<file path="src/rtl/conv_pkg.sv">
// Shared constants and types for the K=3 rate-1/2 convolutional code.
// Encoder and Viterbi branch-metric logic both take their generators from here.
package conv_pkg;
  localparam int K          = 3;
  localparam int NUM_STATES = 4;

  localparam logic [K-1:0] G0 = 3'b111;
  localparam logic [K-1:0] G1 = 3'b101;

  typedef logic [1:0] sym_t;

  typedef enum logic [1:0] {
    IDLE,
    DATA,
    TAIL
  } enc_state_t;
endpackage

</file>
<file path="src/rtl/conv_branch.sv">
// Combinational branch symbol for one trellis edge.
// Tap vector is {u, sr[0], sr[1]}; MSB of each generator hits u.
module conv_branch
  import conv_pkg::*;
(
  input  logic       u,
  input  logic [1:0] sr,
  output sym_t       sym
);
  logic [K-1:0] v;

  assign v   = {u, sr[0], sr[1]};
  assign sym = {^(G1 & v), ^(G0 & v)};
endmodule

</file>
<file path="src/rtl/conv_encoder_k3.sv">
// Rate-1/2 K=3 convolutional encoder with zero-tail frame termination.
// One bit in and one symbol out per handshake, single-entry output register.
module conv_encoder_k3
  import conv_pkg::*;
#(
  parameter int FRAME_LEN = 8
) (
  input  logic       clk,
  input  logic       rst,
  input  logic       s_valid,
  output logic       s_ready,
  input  logic       s_data,
  output logic       m_valid,
  input  logic       m_ready,
  output logic [1:0] m_sym,
  output logic       m_tail,
  output logic       m_last,
  output logic       busy
);
  localparam int CW = $clog2(FRAME_LEN + 1);

  enc_state_t    state;
  logic [1:0]    sr;
  logic [CW-1:0] data_cnt;
  logic          tail_cnt;

  logic load;
  logic accept;
  logic inject;
  logic u;
  sym_t sym_nxt;

  assign load    = !m_valid || m_ready;
  assign s_ready = (state != TAIL) && load && !rst;
  assign accept  = s_valid && s_ready;
  assign inject  = (state == TAIL) && load;
  assign u       = inject ? 1'b0 : s_data;
  assign busy    = (state != IDLE) || m_valid;

  conv_branch u_branch (
    .u   (u),
    .sr  (sr),
    .sym (sym_nxt)
  );

  always_ff @(posedge clk) begin
    if (rst) begin
      state    <= IDLE;
      sr       <= '0;
      data_cnt <= '0;
      tail_cnt <= 1'b0;
      m_valid  <= 1'b0;
      m_sym    <= '0;
      m_tail   <= 1'b0;
      m_last   <= 1'b0;
    end else begin
      if (m_valid && m_ready)
        m_valid <= 1'b0;

      if (accept || inject) begin
        m_valid <= 1'b1;
        m_sym   <= sym_nxt;
        m_tail  <= inject;
        m_last  <= inject && (tail_cnt == 1'(K - 2));
        sr      <= {sr[0], u};
      end

      unique case (state)
        IDLE: begin
          if (accept) begin
            data_cnt <= CW'(1);
            if (FRAME_LEN == 1) begin
              state    <= TAIL;
              tail_cnt <= 1'b0;
            end else begin
              state <= DATA;
            end
          end
        end
        DATA: begin
          if (accept) begin
            if (data_cnt == CW'(FRAME_LEN - 1)) begin
              state    <= TAIL;
              tail_cnt <= 1'b0;
            end else begin
              data_cnt <= data_cnt + CW'(1);
            end
          end
        end
        TAIL: begin
          if (inject) begin
            if (tail_cnt == 1'(K - 2)) begin
              // frame closed: trellis is back in state 0
              state    <= IDLE;
              sr       <= '0;
              data_cnt <= '0;
              tail_cnt <= 1'b0;
            end else begin
              tail_cnt <= tail_cnt + 1'b1;
            end
          end
        end
        default: state <= IDLE;
      endcase
    end
  end
endmodule

</file>
<file path="config.mk">
export PLATFORM = sky130hd
export DESIGN_NAME = conv_encoder_k3
export DESIGN_NICKNAME = d
export VERILOG_FILES = /design/src/rtl/conv_pkg.sv /design/src/rtl/conv_branch.sv /design/src/rtl/conv_encoder_k3.sv
export SDC_FILE = /design/constraint.sdc
export NUM_CORES = 1
export LEC_CHECK = 0
export ABC_CLOCK_PERIOD_IN_PS = 2120
export BUFFER_PORTS_ARGS = -buffer_cell sky130_fd_sc_hd__buf_2
export CORE_MARGIN = 5
export CORE_UTILIZATION = 50
export CTS_CLUSTER_SIZE = 8
export DETAILED_ROUTE_END_ITERATION = 10
export PLACE_DENSITY = 0.71
export SYNTH_ARGS = -nofsm -noshare
export SYNTH_HDL_FRONTEND = slang
export SYNTH_SLANG_ARGS = --single-unit
</file>
<file path="constraint.sdc">
create_clock -name clk -period 2.12 [get_ports clk]
set_input_delay 0.106 -clock clk [delete_from_list [all_inputs] [get_ports clk]]
set_output_delay 0.106 -clock clk [all_outputs]
set_load 0.01 [all_outputs]
</file>
==> impl_metrics.env, run 1 <==
export IMPL_arrival_ns=2.13
export IMPL_io_pin_count=12
export IMPL_dp_hpwl_um=1271
export IMPL_final_area_um2=987.2
export IMPL_yosysWarnings=0
export IMPL_cts_tree="yes"
export IMPL_drcViolationCount=0
export IMPL_dr_pass1_iters=4
export IMPL_area_delta_synth_final_pct=13.36
export IMPL_grt_first_pass_wirelength_um=3118
export IMPL_gp_congestion=0.7610
export IMPL_p_sw_share_pct=34.20
export IMPL_clockRootBuffer="clkbuf_4"
export IMPL_cp_cell_sequence="inv_1, ha_1, or3b_4, a221oi_4, o21ai_2, mux2_4"
export IMPL_fp_row_count=15
export IMPL_critPathMaxStageDelay_ns=0.41
export IMPL_critPathKind="flip-flop to flip-flop"
export IMPL_cp_depth=6
export IMPL_antenna_cells=0
export IMPL_die_x_um=51.74
export IMPL_slew_headroom_pct=75.67
export IMPL_yosysUniqueCellTypes=37
export IMPL_cts_hold_buffers=0
export IMPL_leakagePower_nw=0.3942
export IMPL_ant_nets=0
export IMPL_crit_path_end_kind="flip-flop"
export IMPL_hp_class="input pin to flip-flop"
export IMPL_reg2reg_depth=6
export IMPL_grt_overflow=0
export IMPL_worst_ep_required_time_ns=2.29
export IMPL_ir_drop_mv=0.4354
export IMPL_wl_um=1683
export IMPL_cts_setup_buffers=0
export IMPL_grt_pass1_vias=753
export IMPL_syn_area_um2=870.8
export IMPL_setup_viol=0
export IMPL_tns_ns=0
export IMPL_clkTransAtPathRegs_ns=0.09
export IMPL_fin_crit_sh_pct=92.36
export IMPL_crit_path_start_kind="flip-flop"
export IMPL_switching_power_mw=0.2832
export IMPL_hold_depth=3
export IMPL_clkPwrFrac_pct=23.3
export IMPL_syn_inst=99
export IMPL_ys_ff_latch=14
export IMPL_clk_latency_ns=0.27
export IMPL_cts_made_buffers=3
export IMPL_synthesis_nets=108
export IMPL_drtIter0Drc=22
export IMPL_outcome="complete, no violations"
export IMPL_portBuffers=11
export IMPL_timing_hold_violations_final=0
export IMPL_cts_max_level=1
export IMPL_vias=750
export IMPL_combPwrFrac_pct=38.2
export IMPL_rsz0062_at_grt="no"
export IMPL_antenna_found_initial=0
export IMPL_cp_max_fo=6
export IMPL_crit_family="compound AO/OA/AOI/OAI gates"
export IMPL_cts_sinks=14
export IMPL_dieArea_um2=2677
export IMPL_slew_violations=0
export IMPL_p_seq_share_pct=38.5
export IMPL_initial_core_util_pct=51.56
export IMPL_clockBufferDepth=2
export IMPL_synth_seq_area_share_pct=32.18
export IMPL_power_density_nw_per_um2=838.8
export IMPL_grtUsageTotal_pct=15.25
export IMPL_grt_start_max_net_pins=19
export IMPL_die_h_um=51.74
export IMPL_drive_gt1_share_pct=24.78
export IMPL_maxCapViolCount=0
export IMPL_wl_per_cell_um=12.95
export IMPL_fillers=159
export IMPL_ctsResizeCount=0
export IMPL_fin_nets=123
export IMPL_viasPerCell=5.769
export IMPL_cp_slowest_cell="a221oi_4"
export IMPL_fmax_mhz=510.7
export IMPL_power_internal_mw=0.5449
export IMPL_regArea_um2=280.3
export IMPL_syn_avg_cell_area_um2=8.796
export IMPL_critPathBufInv=1
export IMPL_tightest_slew_ns=0.3619
export IMPL_design_core_area_um2=1689
export IMPL_place_area_um2=950.9
export IMPL_min_period_ns=1.958
export IMPL_multi_input_area_um2=545.5
export IMPL_finClkSkew_ns=0.001131
export IMPL_p_total_mw=0.8281
cells in the final DEF (no fill, tap or decap), types with 2 or more instances in the layout:
master    count
o211ai_1      2
o21a_1        2
o21ai_2       2
a21oi_1       6
nand3_1       3
nor2_1        7
nand2_1       8
buf_2        11
or3_1         3
nand2b_1      4
buf_4         4
dfxtp_1      14
or4b_2        2
clkbuf_4      3
o21ai_0       4
ha_1          4
nor4b_1       2
nor3_1        3
nor2b_1       2
inv_1         5
nor4_1        2
mux2i_1       4
cell type report:
| class | count | share of cell area [%] |
|---|---|---|
| multi-input cells | 75 | 55.26 |
| repair buffers | 15 | 8.619 |
| clock buffers | 4 | 3.676 |
| well taps | 17 | 2.155 |
| inverters | 5 | 1.901 |
| flip-flops and latches | 14 | 28.39 |
final timing paths:
kind,startpoint,endpoint,slack [ns]
setup / recovery,state[0]$_SDFFE_PP0P_,state[0]$_SDFFE_PP0P_,0.16
hold / removal,s_valid,m_valid$_SDFFE_PP0P_,0.09
setup reg to reg,state[0]$_SDFFE_PP0P_,state[0]$_SDFFE_PP0P_,0.16
hold reg to reg,m_last$_SDFFE_PP0N_,m_last$_SDFFE_PP0N_,0.48
power by group through the flow:
stage | logic [mW] | registers (mW) | clock network, mW
6_report | 0.317 | 0.319 | 0.193
5_1_grt | 0.355 | 0.322 | 0.210
4_1_cts | 0.318 | 0.320 | 0.201
3_5_place_dp | 0.317 | 0.326 | 0
3_3_place_gp | 0.309 | 0.324 | 0
2_1_floorplan | 0.247 | 0.322 | 0
layer usage:
metal,GRT usage (%),vias up,wire length (um)
li1,-,388,-
met1,19.40,346,840
met2,23.73,12,772
met3,3.725,4,43
met4,7.860,0,27
met5,0,-,0
state kept, by name, summed over array words and instances, names as in the netlist:
name	cells
m_last	1
m_sym	2
tail_cnt	1
m_valid	1
state	2
sr	2
m_tail	1
data_cnt	4
cell families (layout without fill, tap and decap cells):
kind of cell | Yosys count | count (layout) | synth area share (%)
buf+inv | 10 | 24 | 5.172
flops | 14 | 14 | 32.18
compound gates | 22 | 22 | 18.68
simple gates | 42 | 42 | 28.31
fa+ha+maj | 4 | 4 | 5.747
mux | 5 | 5 | 6.322
xor+xnor | 2 | 2 | 3.592
metrics by stage:
stage               util, %  instances  hold slack (ns)  worst slack, ns
global placement      56.30        126           0.3721           0.2291
CTS                   58.44        130          0.08514           0.1570
finish                58.44        130          0.09340           0.1619
detailed placement    56.30        126           0.3810           0.1728
global route          58.44        130           0.1326          0.05729
floorplan                 -         99           0.2332           0.2580
worst reg2reg max path: stages (launching register included):
cell and delay [ns]:
dfxtp_1 0.34, inv_1 0.07, ha_1 0.23, or3b_4 0.39
a221oi_4 0.41, o21ai_2 0.12, mux2_4 0.30
synth_stat cells, drive strengths merged:
master  count  share of area [%]
or4b        2                2.3
inv         5                2.2
a211oi      1               0.86
nor2        7                3.0
nand3       3                1.7
a21o        1               0.86
mux2i       4                4.6
a21oi       6                3.4
nor3b       1               0.86
xnor2       1                1.0
a31oi       1               0.72
nor3        3                1.7
a221oi      1                3.0
buf         2                1.7
mux2        1                1.7
nor4        3                2.9
o211ai      2                1.7
nand3b      1               0.86
clkbuf      3                1.3
o21a        2                1.7
or3b        1                1.3
nand2       8                3.4
ha          4                5.7
o31a        1                1.0
xnor3       1                2.6
o21ai       6                4.3
a32oi       1                1.0
dfxtp      14                 32
or3         3                2.2
nand4b      1                1.0
or2         1               0.72
nor2b       2                1.4
nor4b       2                2.0
nand2b      4                2.9
(Power assumes the default switching activity.)
==> run 2: changes to the inputs <==
Settings changed: CTS_CLUSTER_DIAMETER from default to 120, SYNTH_HIERARCHICAL from default to 1.
==> run 2 against run 1 <==
Compared with the run above: power increased by 15%; sequential power up 11%; synthesized cell count down 3.0%; cell count fell by 3.1%; first-iteration DRC count shrank 41%; sequential share of layout area rose by 1.1 points; synthesized area shrank 3.4%; register-to-register slack better by 0.06 ns; utilization rose by 2.5 points; critical path type unchanged; largest cell class unchanged; highest routed layer unchanged.
==> impl_metrics.env, run 2 <==
export IMPL_arrival_ns=2.11
export IMPL_setup_ws_ns=0.2206
export IMPL_cts_setup_buffers=0
export IMPL_viasPerCell=5.881
export IMPL_cp_cell_sequence="inv_1, ha_2, nor3b_2, o211ai_2, or4_1, a21oi_1"
export IMPL_clk_latency_ns=0.28
export IMPL_async_flop_share_pct=0
export IMPL_power_internal_mw=0.5748
export IMPL_layout_commonest_cell="dfxtp_1"
export IMPL_grt_overflow=0
export IMPL_dr_pass1_iters=4
export IMPL_dieArea_um2=2602
export IMPL_maxCapViolCount=0
export IMPL_yosys_area_share_adder_pct=7.440
export IMPL_portBuffers=11
export IMPL_most_common_layout_cells="dfxtp_1, buf_2, nor2_1"
export IMPL_yosysUniqueCellTypes=34
export IMPL_io_pin_count=12
export IMPL_p_seq_share_pct=37.0
export IMPL_combPwrFrac_pct=47.4
export IMPL_critPathMaxStageDelay_ns=0.51
export IMPL_clockBufferDepth=2
export IMPL_synth_top_family_by_area="simple AND/OR/NAND/NOR gates"
export IMPL_ir_drop_mv=0.5086
export IMPL_yosysWarnings=6
export IMPL_crit_path_start_kind="flip-flop"
export IMPL_drive_gt1_share_pct=20.00
export IMPL_wl_per_cell_um=13.33
export IMPL_cts_tree="yes"
export IMPL_gp_congestion=0.8126
export IMPL_ys_ff_latch=14
export IMPL_yosys_area_share_simple_pct=25.30
export IMPL_cts_sinks=14
export IMPL_cts_max_level=1
export IMPL_regMostFlops="data_cnt"
export IMPL_yosys_area_share_xor_xnor_pct=3.869
export IMPL_largest_reg_flops=4
export IMPL_finClkSkew_ns=0.008916
export IMPL_hp_class="input pin to flip-flop"
export IMPL_clkPwrFrac_pct=15.6
export IMPL_fin_nets=122
export IMPL_cp_slowest_cell="or4_1"
export IMPL_timing_hold_violations_final=0
export IMPL_grtUsageTotal_pct=14.75
export IMPL_tns_ns=0
export IMPL_final_area_um2=949.7
export IMPL_design_core_area_um2=1559
export IMPL_clkTransAtPathRegs_ns=0.08
export IMPL_crit_path_end_kind="flip-flop"
export IMPL_ant_nets=0
export IMPL_synthesis_nets=106
export IMPL_worst_ep_required_time_ns=2.33
export IMPL_die_h_um=51.01
export IMPL_synth_seq_area_share_pct=33.33
export IMPL_vias=741
export IMPL_yosys_top_cells_count="dfxtp_1, nor2_1, nand2b_1"
export IMPL_rsz0062_at_grt="no"
export IMPL_synth_edff_count=0
export IMPL_p_sw_share_pct=39.79
export IMPL_leakagePower_nw=0.4106
export IMPL_outcome="complete, no violations"
export IMPL_synth_most_common_cell="dfxtp_1"
export IMPL_tightest_slew_ns=0.5528
export IMPL_drcViolationCount=0
export IMPL_power_density_nw_per_um2=1005
export IMPL_antenna_found_initial=0
export IMPL_slew_headroom_pct=62.76
export IMPL_cp_max_fo=12
export IMPL_min_period_ns=1.899
export IMPL_critPathKind="flip-flop to flip-flop"
export IMPL_place_area_um2=924.6
export IMPL_cts_made_buffers=3
export IMPL_initial_core_util_pct=53.93
export IMPL_fin_crit_sh_pct=89.59
export IMPL_ys_top_cells_by_area="dfxtp_1, ha_1, mux2i_1"
export IMPL_grt_pass1_vias=679
export IMPL_synth_top_cell_area_share_pct=33.33
export IMPL_setup_viol=0
export IMPL_area_delta_synth_final_pct=12.95
export IMPL_fmax_mhz=526.5
export IMPL_wl_um=1680
export IMPL_syn_area_um2=840.8
export IMPL_switching_power_mw=0.3798
export IMPL_grt_first_pass_wirelength_um=2953
export IMPL_clockRootBuffer="clkbuf_4"
export IMPL_ys_flop_type="dfxtp_1"
export IMPL_grt_start_max_net_pins=19
export IMPL_synth_compound_area_share_pct=19.35
export IMPL_fp_row_count=14
export IMPL_die_x_um=51.01
export IMPL_pre_cts_ws_ns=0.1554
export IMPL_post_synth_top_area_cell="dfxtp_1"
export IMPL_syn_inst=96
export IMPL_drtIter0Drc=13
export IMPL_antenna_cells=0
export IMPL_muxShareOfSynthArea_pct=5.952
export IMPL_slew_violations=0
export IMPL_dp_hpwl_um=1267
export IMPL_syn_avg_cell_area_um2=8.758
==> run 2: power by group through the flow <==
stage	sequential, mW	combinational (mW)	clock, mW
after floorplan	0.352	0.326	0
after global placement	0.357	0.439	0
after detailed placement	0.359	0.448	0
after CTS	0.353	0.452	0.157
after global routing	0.359	0.507	0.170
final	0.354	0.452	0.149
==> run 2: path summary, 6_finish.rpt <==
path	endpoint	depth (start not counted)	slack [ns]	from
worst min-delay path	m_valid$_SDFFE_PP0P_	3	0.16	s_valid
worst max register to register	data_cnt[2]$_SDFFE_PP0P_	6	0.22	state[0]$_SDFFE_PP0P_
worst max-delay path	data_cnt[2]$_SDFFE_PP0P_	6	0.22	state[0]$_SDFFE_PP0P_
worst min register to register	m_sym[1]$_SDFFE_PP0P_	2	0.49	m_sym[1]$_SDFFE_PP0P_
==> run 2: cells by family (layout without fill, tap and decap cells) <==
| kind of cell | count (synthesis) | in the layout |
|---|---|---|
| AO/OA/AOI/OAI | 23 | 23 |
| XOR/XNOR | 2 | 2 |
| adder cells (fa/ha/maj) | 5 | 5 |
| buffers and inverters | 9 | 23 |
| flip-flops | 14 | 14 |
| multiplexers | 5 | 5 |
| AND/OR/NAND/NOR | 38 | 38 |
==> run 2: critical path, delay by kind of cell (launching register included) <==
kind	cells	cell delay, ns
AOI/OAI and AO/OA	2	0.31
adders and majority gates	1	0.26
buffers and inverters	1	0.09
DFF	1	0.40
and+or+nand+nor	2	0.76
==> run 2: area by class of cell <==
| cell class | count | area (um2) |
|---|---|---|
| well taps | 16 | 20.02 |
| inverters | 5 | 18.77 |
| multi-input cells | 73 | 523.0 |
| fillers | 149 | 609.3 |
| clock buffers | 3 | 22.52 |
| repair buffers | 15 | 85.08 |
| flip-flops and latches | 14 | 280.3 |
==> run 2: timing repair <==
item	in CTS	in global routing
endpoints found under the setup margin	0	1
hold buffers	0	0
gates resized for setup	0	1
==> run 2: stage by stage <==
| stage | power, mW | hold WS, ns | std cells | utilization, % |
|---|---|---|---|---|
| after floorplan | 0.6784 | 0.2728 | 96 | - |
| after global placement | 0.7959 | 0.4480 | 123 | 59.31 |
| after detailed placement | 0.8073 | 0.4564 | 123 | 59.31 |
| after CTS | 0.9612 | 0.1463 | 126 | 60.75 |
| after global routing | 1.035 | 0.1888 | 126 | 60.91 |
| final | 0.9546 | 0.1575 | 126 | 60.91 |
==> run 2: layer usage <==
metal / vias up / global-route usage (%) / wire, um
met5: - / 0 / 0
met4: 0 / 8.072 / 24
met3: 2 / 2.616 / 81
met2: 19 / 23.18 / 803
met1: 348 / 19.05 / 771
li1: 372 / - / -
==> run 3: changes to the inputs <==
Settings changed: REMOVE_ABC_BUFFERS from default to 1, TNS_END_PERCENT from default to 100.
==> run 3 against run 2 <==
Compared with the run above: via count decreased by 4.7%; first-iteration DRC count is 120% higher; critical path type unchanged; register-to-register slack hardly changed; setup slack better by 0.0059 ns; critical path depth stayed put; critical endpoint unchanged; combinational power shrank 4%; die area is the same.
==> impl_metrics.env, run 3 (same netlist as run 2, synthesis figures left out) <==
export IMPL_outcome="complete, no violations"
export IMPL_timing_hold_violations_final=0
export IMPL_min_from="s_valid"
export IMPL_slew_violations=0
export IMPL_hp_class="input pin to flip-flop"
export IMPL_fin_crit_sh_pct=89.31
export IMPL_largest_reg_flops=4
export IMPL_io_pin_count=12
export IMPL_dieArea_um2=2602
export IMPL_arrival_ns=2.12
export IMPL_cts_sinks=14
export IMPL_critPathMaxStageDelay_ns=0.51
export IMPL_ctsResizeCount=0
export IMPL_cts_max_level=1
export IMPL_crit_family="simple AND/OR/NAND/NOR gates"
export IMPL_dp_hpwl_um=1188
export IMPL_grt_start_max_net_pins=19
export IMPL_leakagePower_nw=0.4034
export IMPL_combPwrFrac_pct=44.0
export IMPL_drive_gt1_share_pct=19.44
export IMPL_design_core_area_um2=1559
export IMPL_cp_max_fo=15
export IMPL_dr_pass1_iters=4
export IMPL_maxCapViolCount=0
export IMPL_dp_cells=120
export IMPL_p_sw_share_pct=39.53
export IMPL_cts_tree="yes"
export IMPL_crit_path_start_kind="flip-flop"
export IMPL_drcViolationCount=0
export IMPL_regMostFlops="data_cnt"
export IMPL_area_delta_synth_final_pct=12.50
export IMPL_stdcell_count=124
export IMPL_rsz0062_at_grt="no"
export IMPL_gp_congestion=0.8206
export IMPL_vias=706
export IMPL_r2r_end="data_cnt[2]$_SDFFE_PP0P_"
export IMPL_wl_um=1660
export IMPL_critPathKind="flip-flop to flip-flop"
export IMPL_fmax_mhz=528.1
export IMPL_min_period_ns=1.893
export IMPL_critPathBufInv=1
export IMPL_hold_depth=3
export IMPL_setup_ws_ns=0.2265
export IMPL_fin_nets=119
export IMPL_wl_per_cell_um=13.39
export IMPL_switching_power_mw=0.3892
export IMPL_holdPathEnd="m_valid$_SDFFE_PP0P_"
export IMPL_final_area_um2=945.9
export IMPL_clockRootBuffer="clkbuf_4"
export IMPL_antenna_cells=0
export IMPL_most_common_layout_cells="dfxtp_1, buf_2, nor2_1"
export IMPL_viasPerCell=5.694
export IMPL_grt_overflow=0
export IMPL_clockBufferDepth=2
export IMPL_reg2reg_depth=6
export IMPL_cts_hold_buffers=0
export IMPL_hold_ws_ns=0.1602
export IMPL_cp_cell_sequence="inv_1, ha_2, nor3b_2, o211ai_2, or4_1, a21oi_1"
export IMPL_place_area_um2=902.1
export IMPL_r2r_start="state[0]$_SDFFE_PP0P_"
export IMPL_grt_first_pass_wirelength_um=2967
export IMPL_grtUsageTotal_pct=14.88
export IMPL_power_internal_mw=0.5953
export IMPL_ir_drop_mv=0.5914
export IMPL_reg2reg_slack_ns=0.23
export IMPL_worst_ep_required_time_ns=2.35
export IMPL_cts_made_buffers=3
export IMPL_die_h_um=51.01
export IMPL_antenna_found_initial=0
export IMPL_cp_slowest_cell="or4_1"
export IMPL_p_seq_share_pct=36.0
export IMPL_ant_nets=0
export IMPL_cts_setup_buffers=0
export IMPL_pre_cts_ws_ns=0.09178
export IMPL_fp_row_count=14
export IMPL_die_x_um=51.01
export IMPL_layout_commonest_cell="dfxtp_1"
export IMPL_grt_pass1_vias=680
export IMPL_setup_viol=0
export IMPL_crit_path_end_kind="flip-flop"
export IMPL_clk_latency_ns=0.29
export IMPL_portBuffers=11
export IMPL_clkTransAtPathRegs_ns=0.09
export IMPL_slew_headroom_pct=62.56
export IMPL_initial_core_util_pct=53.93
export IMPL_drtIter0Drc=29
export IMPL_clkPwrFrac_pct=20.0
export IMPL_tightest_slew_ns=0.5558
export IMPL_tns_ns=0
export IMPL_power_density_nw_per_um2=1041
export IMPL_finClkSkew_ns=0.004446
-- run 3: changes by cell type in the layout (fill, tap and decap cells not counted) --
cell,before,now
nor3_2,0,1
buf_4,4,1
nor3_1,2,1
clkbuf_8,0,1
-- run 3: how the worst max path moves through the flow --
stage | end | cells after the start | from
floorplan | data_cnt[2]$_SDFFE_PP0P_ | 6 | state[0]$_SDFFE_PP0P_
global placement | data_cnt[2]$_SDFFE_PP0P_ | 6 | state[0]$_SDFFE_PP0P_
detailed placement | state[0]$_SDFFE_PP0P_ | 6 | state[0]$_SDFFE_PP0P_
CTS | state[0]$_SDFFE_PP0P_ | 6 | state[0]$_SDFFE_PP0P_
global route | data_cnt[2]$_SDFFE_PP0P_ | 6 | state[0]$_SDFFE_PP0P_
finish | data_cnt[2]$_SDFFE_PP0P_ | 6 | state[0]$_SDFFE_PP0P_
-- run 3: per-stage QoR --
stage / util, % / total power [mW]
floorplan: - / 0.6706
finish: 60.67 / 0.9844
CTS: 60.19 / 0.9740
global placement: 57.87 / 0.7715
detailed placement: 57.87 / 0.7784
global route: 60.67 / 1.070
-- run 3: power groups by stage --
stage | clock network, mW | logic (mW) | registers (mW)
4_1_cts | 0.199 | 0.422 | 0.354
2_1_floorplan | 0 | 0.318 | 0.352
5_1_grt | 0.213 | 0.493 | 0.365
6_report | 0.197 | 0.433 | 0.354
3_3_place_gp | 0 | 0.414 | 0.357
3_5_place_dp | 0 | 0.419 | 0.359
-- run 3: layout make-up --
type / instances / area (um2)
fillers: 145 / 613.1
clock buffers: 4 / 36.28
inverters: 5 / 18.77
multi-input cells: 73 / 528.0
well taps: 16 / 20.02
repair buffers: 12 / 62.56
flip-flops and latches: 14 / 280.3
-- run 3: worst register-to-register path, cell delays in order, from the launching register on --
cell      delay (ns)
dfxtp_1         0.38
inv_1           0.08
ha_2            0.27
nor3b_2         0.26
o211ai_2        0.19
or4_1           0.51
a21oi_1         0.13
-- run 3: metal layers --
| metal | vias up | track usage, % | wire (um) |
|---|---|---|---|
| li1 | 371 | - | - |
| met1 | 310 | 20.32 | 842 |
| met2 | 19 | 20.82 | 690 |
| met3 | 6 | 3.488 | 88 |
| met4 | 0 | 9.417 | 38 |
| met5 | - | 0 | 0 |
